==> config.mk <==
export PLATFORM = sky130hd
export DESIGN_NAME = switch_block_cfg_loader_flat
export DESIGN_NICKNAME = d
export VERILOG_FILES = /design/src/rtl/switch_block_cfg_loader_if.sv /design/src/rtl/switch_block_cfg_loader.sv /design/src/flat_wrapper.sv
export SDC_FILE = /design/constraint.sdc
export NUM_CORES = 1
export LEC_CHECK = 0
export ABC_AREA = 1
export CAP_MARGIN = 5
export CELL_PAD_IN_SITES_DETAIL_PLACEMENT = 1
export CELL_PAD_IN_SITES_GLOBAL_PLACEMENT = 1
export CORE_MARGIN = 4
export CORE_UTILIZATION = 35
export CTS_BUF_LIST = sky130_fd_sc_hd__clkbuf_4 sky130_fd_sc_hd__clkbuf_8
export CTS_CLUSTER_SIZE = 24
export DETAILED_ROUTE_END_ITERATION = 16
export PLACE_DENSITY = 0.74
export SYNTH_ARGS = -nofsm -noshare
export SYNTH_HDL_FRONTEND = slang
export SYNTH_SLANG_ARGS = --single-unit
export TNS_END_PERCENT = 1
==> constraint.sdc <==
create_clock -name clk -period 1.39 [get_ports clk]
set_input_delay 0.2085 -clock clk [delete_from_list [all_inputs] [get_ports clk]]
set_output_delay 0.2085 -clock clk [all_outputs]
set_load 0.005 [all_outputs]
==> src/rtl/switch_block_cfg_loader_if.sv <==
// Configuration handshake bundle between a frame source and switch_block_cfg_loader.
//   master : frame source (drives cfg_start/cfg_valid/cfg_data, observes status/select)
//   slave  : the loader (drives cfg_ready, select, cfg_done, cfg_error, cfg_loaded)
// Ports carried:
//   cfg_start  frame start strobe
//   cfg_valid  cfg_data valid
//   cfg_data   serial config bit
//   cfg_ready  loader accepts a bit this cycle
//   select     committed switch-block configuration (CFG_BITS wide)
//   cfg_done   one-cycle pulse when a new config is committed
//   cfg_error  sticky, last frame rejected
//   cfg_loaded at least one frame committed since reset
interface switch_block_cfg_loader_if #(
  parameter int CFG_BITS = 108
);
  logic                cfg_start;
  logic                cfg_valid;
  logic                cfg_data;
  logic                cfg_ready;
  logic [CFG_BITS-1:0] select;
  logic                cfg_done;
  logic                cfg_error;
  logic                cfg_loaded;

  modport master (
    output cfg_start, cfg_valid, cfg_data,
    input  cfg_ready, select, cfg_done, cfg_error, cfg_loaded
  );

  modport slave (
    input  cfg_start, cfg_valid, cfg_data,
    output cfg_ready, select, cfg_done, cfg_error, cfg_loaded
  );
endinterface

==> src/rtl/switch_block_cfg_loader.sv <==
// Serial configuration loader for one switch block of the bidirectional fabric.
// A frame of CFG_BITS bits is collected into a shadow register; only a complete
// frame is copied to select, in a single cycle, so the switches never see a
// partially written configuration.
// Ports:
//   clk    system clock, rising edge
//   rst_n  asynchronous active-low reset (select returns to all-open)
//   cfg    switch_block_cfg_loader_if.slave (handshake, select and status)
// Frame bit k lands in select[k]; switch (x,y) owns select[s+11:s] with
// s = (x + y*WIRE_WIDTH)*SWITCH_BITS.
// Optional feature macro SB_CFG_PARITY_EN: when defined, each frame carries one
// trailing even-parity beat (XOR of all data bits); a mismatch rejects the frame
// and sets the sticky cfg_error instead of committing.
//
// state  | meaning
// IDLE   | waiting for cfg_start, cfg_ready low
// LOAD   | accepting data beats into shadow
// PARITY | accepting the parity beat (SB_CFG_PARITY_EN only)
// COMMIT | first cycle copies shadow to select, second cycle drops cfg_done
module switch_block_cfg_loader #(
  parameter int WIRE_WIDTH  = 3,
  parameter int SWITCH_BITS = 12
) (
  input logic                        clk,
  input logic                        rst_n,
  switch_block_cfg_loader_if.slave   cfg
);
  localparam int CFG_BITS = WIRE_WIDTH * WIRE_WIDTH * SWITCH_BITS;
  localparam int CNT_W    = $clog2(CFG_BITS);
  localparam logic [CNT_W-1:0] LAST_BIT = CNT_W'(CFG_BITS - 1);

`ifdef SB_CFG_PARITY_EN
  typedef enum logic [1:0] {IDLE, LOAD, PARITY, COMMIT} state_t;
`else
  typedef enum logic [1:0] {IDLE, LOAD, COMMIT} state_t;
`endif

  state_t              state;
  logic [CNT_W-1:0]    cnt;
  logic [CFG_BITS-1:0] shadow;
  logic [CFG_BITS-1:0] select_q;
  logic                ready_q;
  logic                done_q;
  logic                error_q;
  logic                loaded_q;

  logic beat;
  assign beat = cfg.cfg_valid & ready_q;

  always_ff @(posedge clk or negedge rst_n) begin
    if (!rst_n) begin
      state    <= IDLE;
      cnt      <= '0;
      shadow   <= '0;
      select_q <= '0;
      ready_q  <= 1'b0;
      done_q   <= 1'b0;
      error_q  <= 1'b0;
      loaded_q <= 1'b0;
    end else begin
      case (state)
        IDLE: begin
          if (cfg.cfg_start) begin
            state   <= LOAD;
            cnt     <= '0;
            shadow  <= '0;
            error_q <= 1'b0;
            ready_q <= 1'b1;
          end
        end

        LOAD: begin
          // A restart wins over a beat presented in the same cycle.
          if (cfg.cfg_start) begin
            cnt    <= '0;
            shadow <= '0;
          end else if (beat) begin
            shadow[cnt] <= cfg.cfg_data;
            if (cnt == LAST_BIT) begin
`ifdef SB_CFG_PARITY_EN
              state   <= PARITY;
`else
              state   <= COMMIT;
              ready_q <= 1'b0;
`endif
            end else begin
              cnt <= cnt + 1'b1;
            end
          end
        end

`ifdef SB_CFG_PARITY_EN
        PARITY: begin
          if (cfg.cfg_start) begin
            state  <= LOAD;
            cnt    <= '0;
            shadow <= '0;
          end else if (beat) begin
            ready_q <= 1'b0;
            if (cfg.cfg_data == ^shadow) begin
              state <= COMMIT;
            end else begin
              error_q <= 1'b1;
              state   <= IDLE;
            end
          end
        end
`endif

        COMMIT: begin
          // Held for two cycles so a cfg_start coinciding with cfg_done is ignored.
          if (!done_q) begin
            select_q <= shadow;
            done_q   <= 1'b1;
            loaded_q <= 1'b1;
          end else begin
            done_q <= 1'b0;
            state  <= IDLE;
          end
        end

        default: begin
          state   <= IDLE;
          ready_q <= 1'b0;
          done_q  <= 1'b0;
        end
      endcase
    end
  end

  assign cfg.cfg_ready  = ready_q;
  assign cfg.select     = select_q;
  assign cfg.cfg_done   = done_q;
  assign cfg.cfg_error  = error_q;
  assign cfg.cfg_loaded = loaded_q;
endmodule

==> src/flat_wrapper.sv <==
// flat-port wrapper written by rule: the top's interface ports become plain ports
module switch_block_cfg_loader_flat 
#(
  parameter int WIRE_WIDTH  = 3,
  parameter int SWITCH_BITS = 12
)
  (clk, rst_n, cfg_cfg_start, cfg_cfg_valid, cfg_cfg_data, cfg_cfg_ready, cfg_select, cfg_cfg_done, cfg_cfg_error, cfg_cfg_loaded);
  switch_block_cfg_loader_if #(.CFG_BITS((WIRE_WIDTH * WIRE_WIDTH * SWITCH_BITS))) cfg_i ();
  input logic clk;
  input logic rst_n;
  input wire logic [$bits(cfg_i.cfg_start)-1:0] cfg_cfg_start;
  input wire logic [$bits(cfg_i.cfg_valid)-1:0] cfg_cfg_valid;
  input wire logic [$bits(cfg_i.cfg_data)-1:0] cfg_cfg_data;
  output wire logic [$bits(cfg_i.cfg_ready)-1:0] cfg_cfg_ready;
  output wire logic [$bits(cfg_i.select)-1:0] cfg_select;
  output wire logic [$bits(cfg_i.cfg_done)-1:0] cfg_cfg_done;
  output wire logic [$bits(cfg_i.cfg_error)-1:0] cfg_cfg_error;
  output wire logic [$bits(cfg_i.cfg_loaded)-1:0] cfg_cfg_loaded;
  assign cfg_i.cfg_start = cfg_cfg_start;
  assign cfg_i.cfg_valid = cfg_cfg_valid;
  assign cfg_i.cfg_data = cfg_cfg_data;
  assign cfg_cfg_ready = cfg_i.cfg_ready;
  assign cfg_select = cfg_i.select;
  assign cfg_cfg_done = cfg_i.cfg_done;
  assign cfg_cfg_error = cfg_i.cfg_error;
  assign cfg_cfg_loaded = cfg_i.cfg_loaded;
  switch_block_cfg_loader #(.WIRE_WIDTH(WIRE_WIDTH), .SWITCH_BITS(SWITCH_BITS)) u_core (.clk(clk), .rst_n(rst_n), .cfg(cfg_i));
endmodule
== After elaboration in Yosys (flattened, before gate mapping) ==
Cells that the tools add are included.
Widths: inputs -> output; s select.

* Latch bits: 0
* Output and inout bits: 112
* Bits in writable memories: 0
* Word-level logic and storage cells: 57
* Input bits: 5
* ROM bits: 0
* Register bits: 228
* Memories kept: 0

* Reductions and logical operators: 9
* Equality and inequality tests: 10
* Bitwise operators: 3
* Shift-type cells: 0
* $mul: 0
* Multiplexer cells: 25
* $lt $le $gt $ge: 2
* Divide/modulo/power cells: 0
* $add $sub $neg: 1

{| class="wikitable"
|+ Operators by type and width
! operator !! count
|-
| $mux 108 || 3
|-
| $pmux 108 s2 || 1
|-
| $bwmux 108 || 1
|-
| $mux 7 || 4
|-
| $pmux 7 s2 || 1
|-
| $mux 2 || 5
|-
| $reduce_and 5->1 || 2
|-
| $lt 7x8->1 const B || 1
|-
| $add 7x1->7 const B || 1
|-
| $demux 1 s7 || 1
|-
| $eq 7x7->1 const B || 1
|-
| $ge 7x1->1 const B || 1
|-
| $mux 1 || 6
|-
| $ne 2x1->1 const B || 3
|-
| $pmux 2 s3 || 1
|-
| $ne 2x2->1 const B || 2
|-
| $reduce_and 4->1 || 1
|-
| $ne 3x2->1 const B || 1
|-
| $ne 3x3->1 const B || 1
|-
| $pmux 1 s3 || 1
|-
| $reduce_and 3->1 || 1
|-
| $eq 2x1->1 const B || 1
|-
| $eq 2x2->1 const B || 1
|-
| $logic_not 2->1 || 1
|-
| 7 further kinds || 8
|}

== Depth between registers and ports, before layout ==
* Word-level depth: 8
* Gate-level depth with buffers: 10
* Gate-level depth less buffers: 8

== Least setup slack after synthesis ==
OpenSTA, ideal clock, no wires.

* Kind: register -> register
* Start: reg u_core.cnt[2]
* End: reg u_core.shadow[97]
* Cell stages (with the launch flop): 11
* Path slack: -0.051 ns
* Path buffers: 2
* Data arrival time: 1.324 ns
* Cells stage by stage: dfrtp_1 > buf_2 > inv_1 > nand3_1 > inv_2 > buf_2 > nand2_1 > nand2_1 > nand2_1 > nand2_1 > nand2_1

* Word-level cells in the longest chain between the ends: 8
* Elaborated cells between the ends (all ways): 9
* Those cells by class: 2 x order compare; 6 x mux; 1 x reduce/logical

{| class="wikitable"
|+ Ends and longest elaborated chain
! item !! line !! text
|-
| from (decl) || switch_block_cfg_loader.sv:39 || <nowiki>logic [CNT_W-1:0] cnt;</nowiki>
|-
| from (signal assigned) || switch_block_cfg_loader.sv:87 || <nowiki>cnt <= cnt + 1'b1;</nowiki>
|-
| $lt 7x8->1 (implied by the code) / $ge 7x1->1 (equally long branches) || switch_block_cfg_loader.sv:78 || <nowiki>shadow[cnt] <= cfg.cfg_data;</nowiki>
|-
| $logic_and 1x1->1 (implied by the code) || switch_block_cfg_loader.sv:78 ||
|-
| $mux 1 (implied by the code) || switch_block_cfg_loader.sv:78 ||
|-
| $demux 1 s7 (*) || - ||
|-
| $bwmux 108 (*) || switch_block_cfg_loader.sv:78 ||
|-
| $mux 108 (*) || switch_block_cfg_loader.sv:77 || <nowiki>end else if (beat) begin</nowiki>
|-
| $mux 108 (*) || switch_block_cfg_loader.sv:74 || <nowiki>if (cfg.cfg_start) begin</nowiki>
|-
| $pmux 108 s2 (*) || switch_block_cfg_loader.sv:61 || <nowiki>case (state)</nowiki>
|-
| to (signal, indexed assignment) || switch_block_cfg_loader.sv:78 ||
|-
| to (decl) || switch_block_cfg_loader.sv:40 || <nowiki>logic [CFG_BITS-1:0] shadow;</nowiki>
|}

Mark *: on every way between the ends. The rest lies on a longest branch, timed or not. The select of a mux whose other input is x is not followed.
A chain may end at the register's enable or synchronous reset.

== Worst setup path after layout ==
* Start: reg u_core.state[1]
* End: reg u_core.shadow[38]

* Word-level cells in the longest chain between the ends: 3
* Elaborated cells between the ends (all ways): 7
* Those cells by class: 3 x eq/ne; 1 x mux; 3 x reduce/logical

{| class="wikitable"
|+ Ends and longest elaborated chain
! item !! line !! text
|-
| from (decl) || switch_block_cfg_loader.sv:38 || <nowiki>state_t state;</nowiki>
|-
| from (signal assigned) || switch_block_cfg_loader.sv:52 || <nowiki>state <= IDLE;</nowiki>
|-
| from (signal assigned) || switch_block_cfg_loader.sv:64 || <nowiki>state <= LOAD;</nowiki>
|-
| from (signal assigned) || switch_block_cfg_loader.sv:83 || <nowiki>state <= COMMIT;</nowiki>
|-
| $eq 2x1->1 / $logic_not 2->1 (equally long branches) || switch_block_cfg_loader.sv:61 ||
|-
| $ne 3x2->1 (no line), or another cell as far along || - ||
|-
| $reduce_and 3->1 (no line) || - ||
|}

Parallel ways exist; a longest one is shown, timed or not.

==> results.sh <==
export IMPL_worst_r2r_cell_count=10
export IMPL_cts_clk_slew_worst_paths_ns=0.07
export IMPL_netlist_area_um2=10300
export IMPL_row_count=62
export IMPL_vias=9042
export IMPL_htree_levels=2
export IMPL_powerDensity_nw_per_um2=1100
export IMPL_grt_pass1_wl_mm=53.5
export IMPL_finalHoldViolCount=0
export IMPL_drt_wl_total_mm=33.8
export IMPL_min_period_over_period_pct=117
export IMPL_finalCriticalPeriod_ns=1.63
export IMPL_crit_family="buffers and inverters"
export IMPL_grt_usage_pct=20.1
export IMPL_cts_made_buffers=41
export IMPL_worstPathArrival_ns=2.10
export IMPL_crit_path_frequent_cell="nor2_4"
export IMPL_dp_hpwl_mm=20.7
export IMPL_fin_nets=1372
export IMPL_dieArea_um2=32300
export IMPL_slew_violations=0
export IMPL_cts_buffer_depth=3
export IMPL_drt_iter0_markers=411
export IMPL_critical_path_cell_chain="inv_2, nand2_4, nor2_4, nand2_2, nor2_4, buf_12, buf_16, clkbuf_16, nand3_1, nand2_1"
export IMPL_synthTopCellsByArea="dfrtp_1, nand2_1, mux2_2"
export IMPL_cts_tree="yes"
export IMPL_final_common_cell="nand2_1"
export IMPL_drc=0
export IMPL_ys_ff_latch=228
export IMPL_syn_inst=1136
export IMPL_rrSetupSlack_ns=-0.24
export IMPL_antenna_left=0
export IMPL_peakVddDrop_uv=494
export IMPL_synth_net_count=1142
export IMPL_clock_fmax_mhz=614
export IMPL_worst_path_max_fanout=8
export IMPL_setup_tns_final_ns=-35.45
export IMPL_grt_pass1_vias=9791
export IMPL_skew_ns=0.0224
export IMPL_antenna_found_initial=0
export IMPL_power_uw=15700
export IMPL_cp_end_kind="flop"
export IMPL_drt_first_pass_iters=6
export IMPL_synth_largest_area_cell="dfrtp_1"
export IMPL_critical_path_class="flop to flop"
export IMPL_fin_ws_ns=-0.238
export IMPL_r2r_start="u_core.state[1]$_DFFE_PN0P_"
export IMPL_slowest_stage="dfrtp_2"
export IMPL_syn2layout_area_growth_pct=38.5
export IMPL_clk_latency_ns=0.55
export IMPL_overflow=0
export IMPL_die_x_um=180
export IMPL_rsz0062_at_grt="yes"
export IMPL_synth_yosys_warnings=0
export IMPL_finalSetupViolCount=226
export IMPL_clock_sinks=228
export IMPL_initial_utilization_pct=35.7
export IMPL_timing_hold_ws_ns=0.155
export IMPL_critPathBufInv=4
export IMPL_vias_per_cell=5.07
export IMPL_cp_required_ns=1.86
export IMPL_post_drt_wl_per_cell_um=19.0
export IMPL_drive_above_1_share_pct=33.7
export IMPL_hp_class="input pin to async pin"
export IMPL_grt_max_degree=44
export IMPL_synth_distinct_cells=25
export IMPL_gp_congestion=0.825
export IMPL_ys_seq_area_share_pct=55.2
export IMPL_cpPeakStageDelay_ns=0.42
export IMPL_p_leak_uw=0.00762
export IMPL_cp_start_kind="flop"
export IMPL_pin_count=117
export IMPL_violations="setup timing"
export IMPL_antenna_cells=0
export IMPL_status="finished, violations left"
export IMPL_port_buffer_count=115
export IMPL_avgSynthCellArea_um2=9.09
export IMPL_final_cell_mix="nand2_1, dfrtp_1, mux2_2, buf_4, nand3_1"
export IMPL_die_y_um=180
export IMPL_core_area_um2=28900
export IMPL_cts_root_buf="clkbuf_8"
export IMPL_maxCapViolCount=0
export IMPL_synth_top_area_share_pct=55.2
export IMPL_rr_endpoint="u_core.shadow[38]$_DFFE_PN0P_"
stage by stage:
stage | util (%) | instance area [um^2] | setup WS (ns) | std cells
floorplan | - | 10300 | -0.0461 | 1136
global placement | 44.3 | 12800 | -0.365 | 1671
detailed placement | 44.3 | 12800 | -0.405 | 1671
CTS | 49.1 | 14200 | -0.164 | 1774
global route | 49.4 | 14300 | -0.298 | 1782
finish | 49.4 | 14300 | -0.238 | 1782
state kept, by name, indices dropped and copies added, names as in the netlist:
name	count
u_core.cfg.select	108
u_core.shadow	108
u_core.cnt	7
u_core.state	2
u_core.cfg.cfg_done	1
u_core.cfg.cfg_loaded	1
u_core.cfg.cfg_ready	1
kinds of logic after synthesis:
family	synth area share (%)
buf+inv	4.74
compound gates	3.39
simple gates	24.6
flops	55.2
xor+xnor	0.0848
fa+ha+maj	0.121
mux	11.8
other cells	0.0363
cells in the mapped netlist:
cell type,instances
clkbuf_1,7
xor2_1,1
a21oi_1,1
inv_1,24
nand3_1,120
mux2_2,108
inv_2,5
o31ai_1,1
conb_1,1
nor2_4,2
nand3_2,1
o21bai_1,1
buf_2,55
buf_4,3
nor2_2,7
nand3b_1,1
clkinv_1,3
ha_1,1
o21ai_0,66
dfrtp_1,228
buf_6,3
nand2_2,2
nand2_1,474
nor2_1,18
buf_1,3
metal layers:
metal,part of all wire [%],wire [um],track usage [%]
met1,43,14400,26.1
met4,2.9,976,6.74
met3,4.2,1400,3.25
met5,0,0,0
met2,50,17000,34.4
power breakdown:
part	total (uW)	internal, uW	switching, uW	leakage, uW
clock network	7230	4290	2940	0.000508
logic	1810	738	1070	0.00394
registers	6700	6670	29.7	0.00317
total	15700	11700	4040	0.00762
area by class of cell:
class	count	area, um^2
timing repair buffer	258	2620
sequential	228	5710
clock buffer	63	811
fill	3287	14600
multi-input combinational	805	4420
inverter	32	121
tap	384	480
clock inverter	12	139
worst max-delay path by stage:
stage                                      from                            end  cells after the start
floorplan             u_core.cnt[5]$_DFFE_PN0P_  u_core.shadow[87]$_DFFE_PN0P_                     10
global placement                  cfg_cfg_start  u_core.shadow[11]$_DFFE_PN0P_                      8
detailed placement                cfg_cfg_start  u_core.shadow[73]$_DFFE_PN0P_                      8
CTS                 u_core.state[1]$_DFFE_PN0P_  u_core.shadow[48]$_DFFE_PN0P_                     11
global route          u_core.cnt[3]$_DFFE_PN0P_  u_core.shadow[59]$_DFFE_PN0P_                      7
finish              u_core.state[1]$_DFFE_PN0P_  u_core.shadow[38]$_DFFE_PN0P_                     10
what timing repair did:
action | 4_1_cts | 5_1_grt
pin swaps | 11 | 29
setup buffers | 21 | 3
endpoints found under the setup margin | 228 | 284
hold buffers | 1 | 0
endpoints found under the hold margin | 228 | 0
resized for setup | 257 | 122
cloned | 6 | 6
(Power assumes the default switching activity.)
==> patch 1: new RTL, same flow settings <==
Encoding of `state_t`: now one-hot (3 bits for 3 states).
--- a/src/rtl/switch_block_cfg_loader.sv
+++ b/src/rtl/switch_block_cfg_loader.sv
@@ -34,3 +34,3 @@
 `else
-  typedef enum logic [1:0] {IDLE, LOAD, COMMIT} state_t;
+  typedef enum logic [2:0] {IDLE = 3'b001, LOAD = 3'b010, COMMIT = 3'b100} state_t;
 `endif
Formal check against the unedited RTL: no difference found for any inputs over 4 cycles, from zero or initial values and one cycle with rst_n low; so few cycles prove little.
==> patch 1 against the unedited design <==
The run still ends with setup timing left. Final area grew 6.2%. Sequential cell count grew 1. Routed wire length grew 12%. Critical path depth shrank 5. Worst setup slack lost 0.057 ns. Global-route usage grew 0.87 points. Synthesized area grew 11%.
Power is not compared: it rests on default switching activity, and its combinational part moved more than twofold at a synthesized area within 25%.
==> patch 1: results (changes against the unedited design) <==
status: "finished, violations left"  # unchanged
violations: "setup timing"  # unchanged
synthXorXnorAreaFrac_pct: 0.07646  # was 0.08479%
setup-tns-final_ns: -48.50  # was -35.45 ns
place.gp.congestion: 0.8462  # was 0.8253
crit_fanout: 25  # was 8
cpPeakStageDelay_ns: 0.57  # was 0.42 ns
cts_setup_buffers: 4  # was 21
synth_nets: 1364  # was 1142
dr.pass1.iters: 5  # was 6
slowest_stage: "dfstp_2"  # was dfrtp_2
nFillCells: 3763  # was 3287
layout_setup_ws_ns: -0.2952  # was -0.2384 ns
wire_per_inst_um: 18.56  # was 18.96 um
hold_slack_ns: 0.06674  # was 0.1553 ns
synth_compound_area_share_pct: 0.5680  # was 3.391%
r2r_start: "u_core.state[0]$_DFFE_PN1P_"  # was u_core.state[1]$_DFFE_PN0P_
placed_cell_area_mm2: 0.01418  # was 0.01281 mm2
fin_nets: 1577  # was 1372
wl_met2_um: 18240  # was 16970 um
ctsResizeCount: 259  # was 257
dpl.hpwl_um: 25020  # was 20650 um
wirelength_met1_um: 16680  # was 14430 um
drive_gt1_share_pct: 25.69  # was 33.69%
synth.distinct_cells: 27  # was 25
synth.area.mux_share_pct: 10.22  # was 11.77%
synth_commonest_cells: "nand2_1, dfrtp_1, nor2_1"  # was nand2_1, dfrtp_1, nand3_1
first_global_vias: 11147  # was 9791
track_usage_pct: 21.00  # was 20.13%
setup_viol: 227  # was 226
wl_met3_um: 1727  # was 1403 um
patch 1: changes by cell type after synthesis, sizes merged, moves of 3 or more:
cell    before  now
nor2        27  123
inv         29   55
buf         64   93
nand4        0  109
o21bai       1    4
nand2      476  499
mux2       108  104
nor3         0    4
o21ai       66    7
clkinv       3    0
patch 1: per-stage QoR:
stage	util (%)	power, mW
global route	47.65	19.70
finish	47.65	18.65
CTS	47.67	18.74
floorplan	-	9.962
global placement	44.49	11.88
detailed placement	44.49	12.02
patch 1: cells by family after synthesis:
family                     count (synthesis)
and+or+nand+nor                          858
DFF                                      229
buffers and inverters                    153
muxes                                    104
AOI/OAI and AO/OA                         11
adders and majority gates                  1
other                                      1
xor gates and xnor gates                   1
patch 1: final cells by class:
class	count	area (um2)	share of cell area [%]
well taps	435	544.3	3.583
repair buffers	268	2653	17.46
multi-input cells	976	5240	34.49
flip-flops and latches	229	5736	37.75
clock buffers	61	758.2	4.991
inverters	55	206.4	1.359
clock inverters	11	55.05	0.3624
==> patch 2: new RTL, same flow settings <==
Without the edit above. The option `SB_CFG_PARITY_EN` is turned on by a define.
--- a/src/rtl/switch_block_cfg_loader.sv
+++ b/src/rtl/switch_block_cfg_loader.sv
@@ -19,2 +19,4 @@
 // COMMIT | first cycle copies shadow to select, second cycle drops cfg_done
+`define SB_CFG_PARITY_EN
+
 module switch_block_cfg_loader #(
Behaviour: no difference found for any inputs over 4 cycles, from zero or initial values and one cycle with rst_n low; that may be too few to reach the edited logic, so the function may still have changed.
==> patch 2 against the unedited design <==
The flow still finishes with violations (setup timing). Sequential cell count rose by 1. Worst setup slack got worse by 0.46 ns. Routed wire length rose by 20%. Via count rose by 36%. Final area rose by 15%. Core utilization fell by 0.83 points. Synthesized area rose by 17%. Critical endpoint is now u_core.state[0]$_DFFE_PN0P_.
Power is not compared: it rests on default switching activity, and its combinational part moved more than twofold at a synthesized area within 25%.
==> patch 2: results (changes against the unedited design) <==
setup-tns-final_ns: -49.64  # was -35.45 ns
synth_top_cells_by_area: "dfrtp_1, nand2_1, inv_1"  # was dfrtp_1, nand2_1, mux2_2
min_period_ns: 2.089  # was 1.628 ns
yosysSeqAreaShare_pct: 47.30  # was 55.23%
clock_latency_ns: 0.56
layout_setup_ws_ns: -0.6986  # was -0.2384 ns
dr.pass1.iters: 5  # was 6
nFillCells: 4310  # was 3287
first_global_vias: 13053  # was 9791
status: "finished, violations left"  # unchanged
drive_gt1_share_pct: 26.96  # was 33.69%
cp-startpoint: "u_core.shadow[45]$_DFFE_PN0P_"  # was u_core.state[1]$_DFFE_PN0P_
crit_family: "simple AND/OR/NAND/NOR gates"  # was buffers and inverters
cts_buffers: 44  # was 41
dpl.hpwl_um: 28440  # was 20650 um
worstPathArrival_ns: 2.53  # was 2.10 ns
synth-adder-area-share_pct: 0.1033  # was 0.1211%
min_path_type: "in -> async"  # unchanged
synth.area.mux_share_pct: 0  # was 11.77%
numPortBuffers: 116  # was 115
setup_viol: 197  # was 226
crit_fanout: 4  # was 8
track_usage_pct: 21.04  # was 20.13%
fin_nets: 2041  # was 1372
slowest_stage: "dfrtp_1"  # was dfrtp_2
violations: "setup timing"  # unchanged
grt_pass1_wl_um: 66790  # was 53490 um
routed_wl_um: 40370  # was 33780 um
grt_start_max_net_pins: 131  # was 44
synth_compound_area_share_pct: 15.41  # was 3.391%
synth.distinct_cells: 26  # was 25
drtIter0Drc: 593  # was 411
place.gp.congestion: 0.8168  # was 0.8253
fin_skew_ns: 0.02181  # was 0.02239 ns
placed_cell_area_mm2: 0.01537  # was 0.01281 mm2
r2r-end: "u_core.state[0]$_DFFE_PN0P_"  # was u_core.shadow[38]$_DFFE_PN0P_
synthXorXnorAreaFrac_pct: 2.097  # was 0.08479%
avgViaCountPerCell: 4.885  # was 5.074
synth_commonest_cells: "nand2_1, inv_1, dfrtp_1"  # was nand2_1, dfrtp_1, nand3_1
synth_nets: 1715  # was 1142
==> patch 2: routing by layer <==
layer	vias to the layer above	wire (um)	share of wire, %	track usage [%]
met5	-	0	0	0
met4	0	870	2.2	5.495
met2	195	20240	50	37.10
li1	5988	-	-	-
met3	70	1271	3.1	2.763
met1	6028	17990	45	27.38
==> patch 2: worst max path at each step <==
| stage | to |
|---|---|
| final | u_core.state[0]$_DFFE_PN0P_ |
| after global routing | u_core.cfg.cfg_error$_DFFE_PN0P_ |
| after CTS | u_core.state[0]$_DFFE_PN0P_ |
| after detailed placement | u_core.state[0]$_DFFE_PN0P_ |
| after global placement | u_core.state[0]$_DFFE_PN0P_ |
| after floorplan | u_core.state[0]$_DFFE_PN0P_ |
==> patch 2: cells by family after synthesis <==
group / after synthesis
AO/OA/AOI/OAI: 341
XOR/XNOR: 29
AND/OR/NAND/NOR: 756
flip-flops: 229
adder cells (fa/ha/maj): 1
buffers and inverters: 353
==> patch 2: repair_timing <==
item                                   4_1_cts  5_1_grt
resized for setup                          331      156
pin swaps                                   24       36
endpoints found under the hold margin      229        0
setup endpoints to repair                  338      297
buffers inserted                            14        7
hold buffers                                 1        0
==> patch 2: cell type report <==
| class | instances | area, um2 | area share [%] |
|---|---|---|---|
| tap | 448 | 560.5 | 3.405 |
| timing repair buffer | 349 | 2763 | 16.78 |
| sequential | 229 | 5732 | 34.82 |
| clock buffer | 67 | 834.6 | 5.070 |
| clock inverter | 10 | 77.57 | 0.4713 |
| inverter | 284 | 1071 | 6.507 |
| multi-input combinational | 1127 | 5423 | 32.94 |
==> patch 2: per-stage QoR <==
stage | instances | hold slack [ns] | worst slack, ns
floorplan | 1709 | -0.08709 | -0.2324
global placement | 2415 | 0.1386 | -0.6492
detailed placement | 2415 | 0.1462 | -0.8167
CTS | 2507 | 0.1587 | -0.6262
global route | 2514 | 0.1886 | -0.8089
finish | 2514 | 0.1831 | -0.6986
==> patch 2: power by group through the flow <==
stage / combinational (mW) / clock (mW) / sequential [mW]
after global placement: 4.96 / 0 / 7.04
after CTS: 5.23 / 7.21 / 6.94
after detailed placement: 5.15 / 0 / 7.04
after floorplan: 2.99 / 0 / 7.05
after global routing: 5.92 / 7.58 / 6.96
final: 5.37 / 7.02 / 6.95
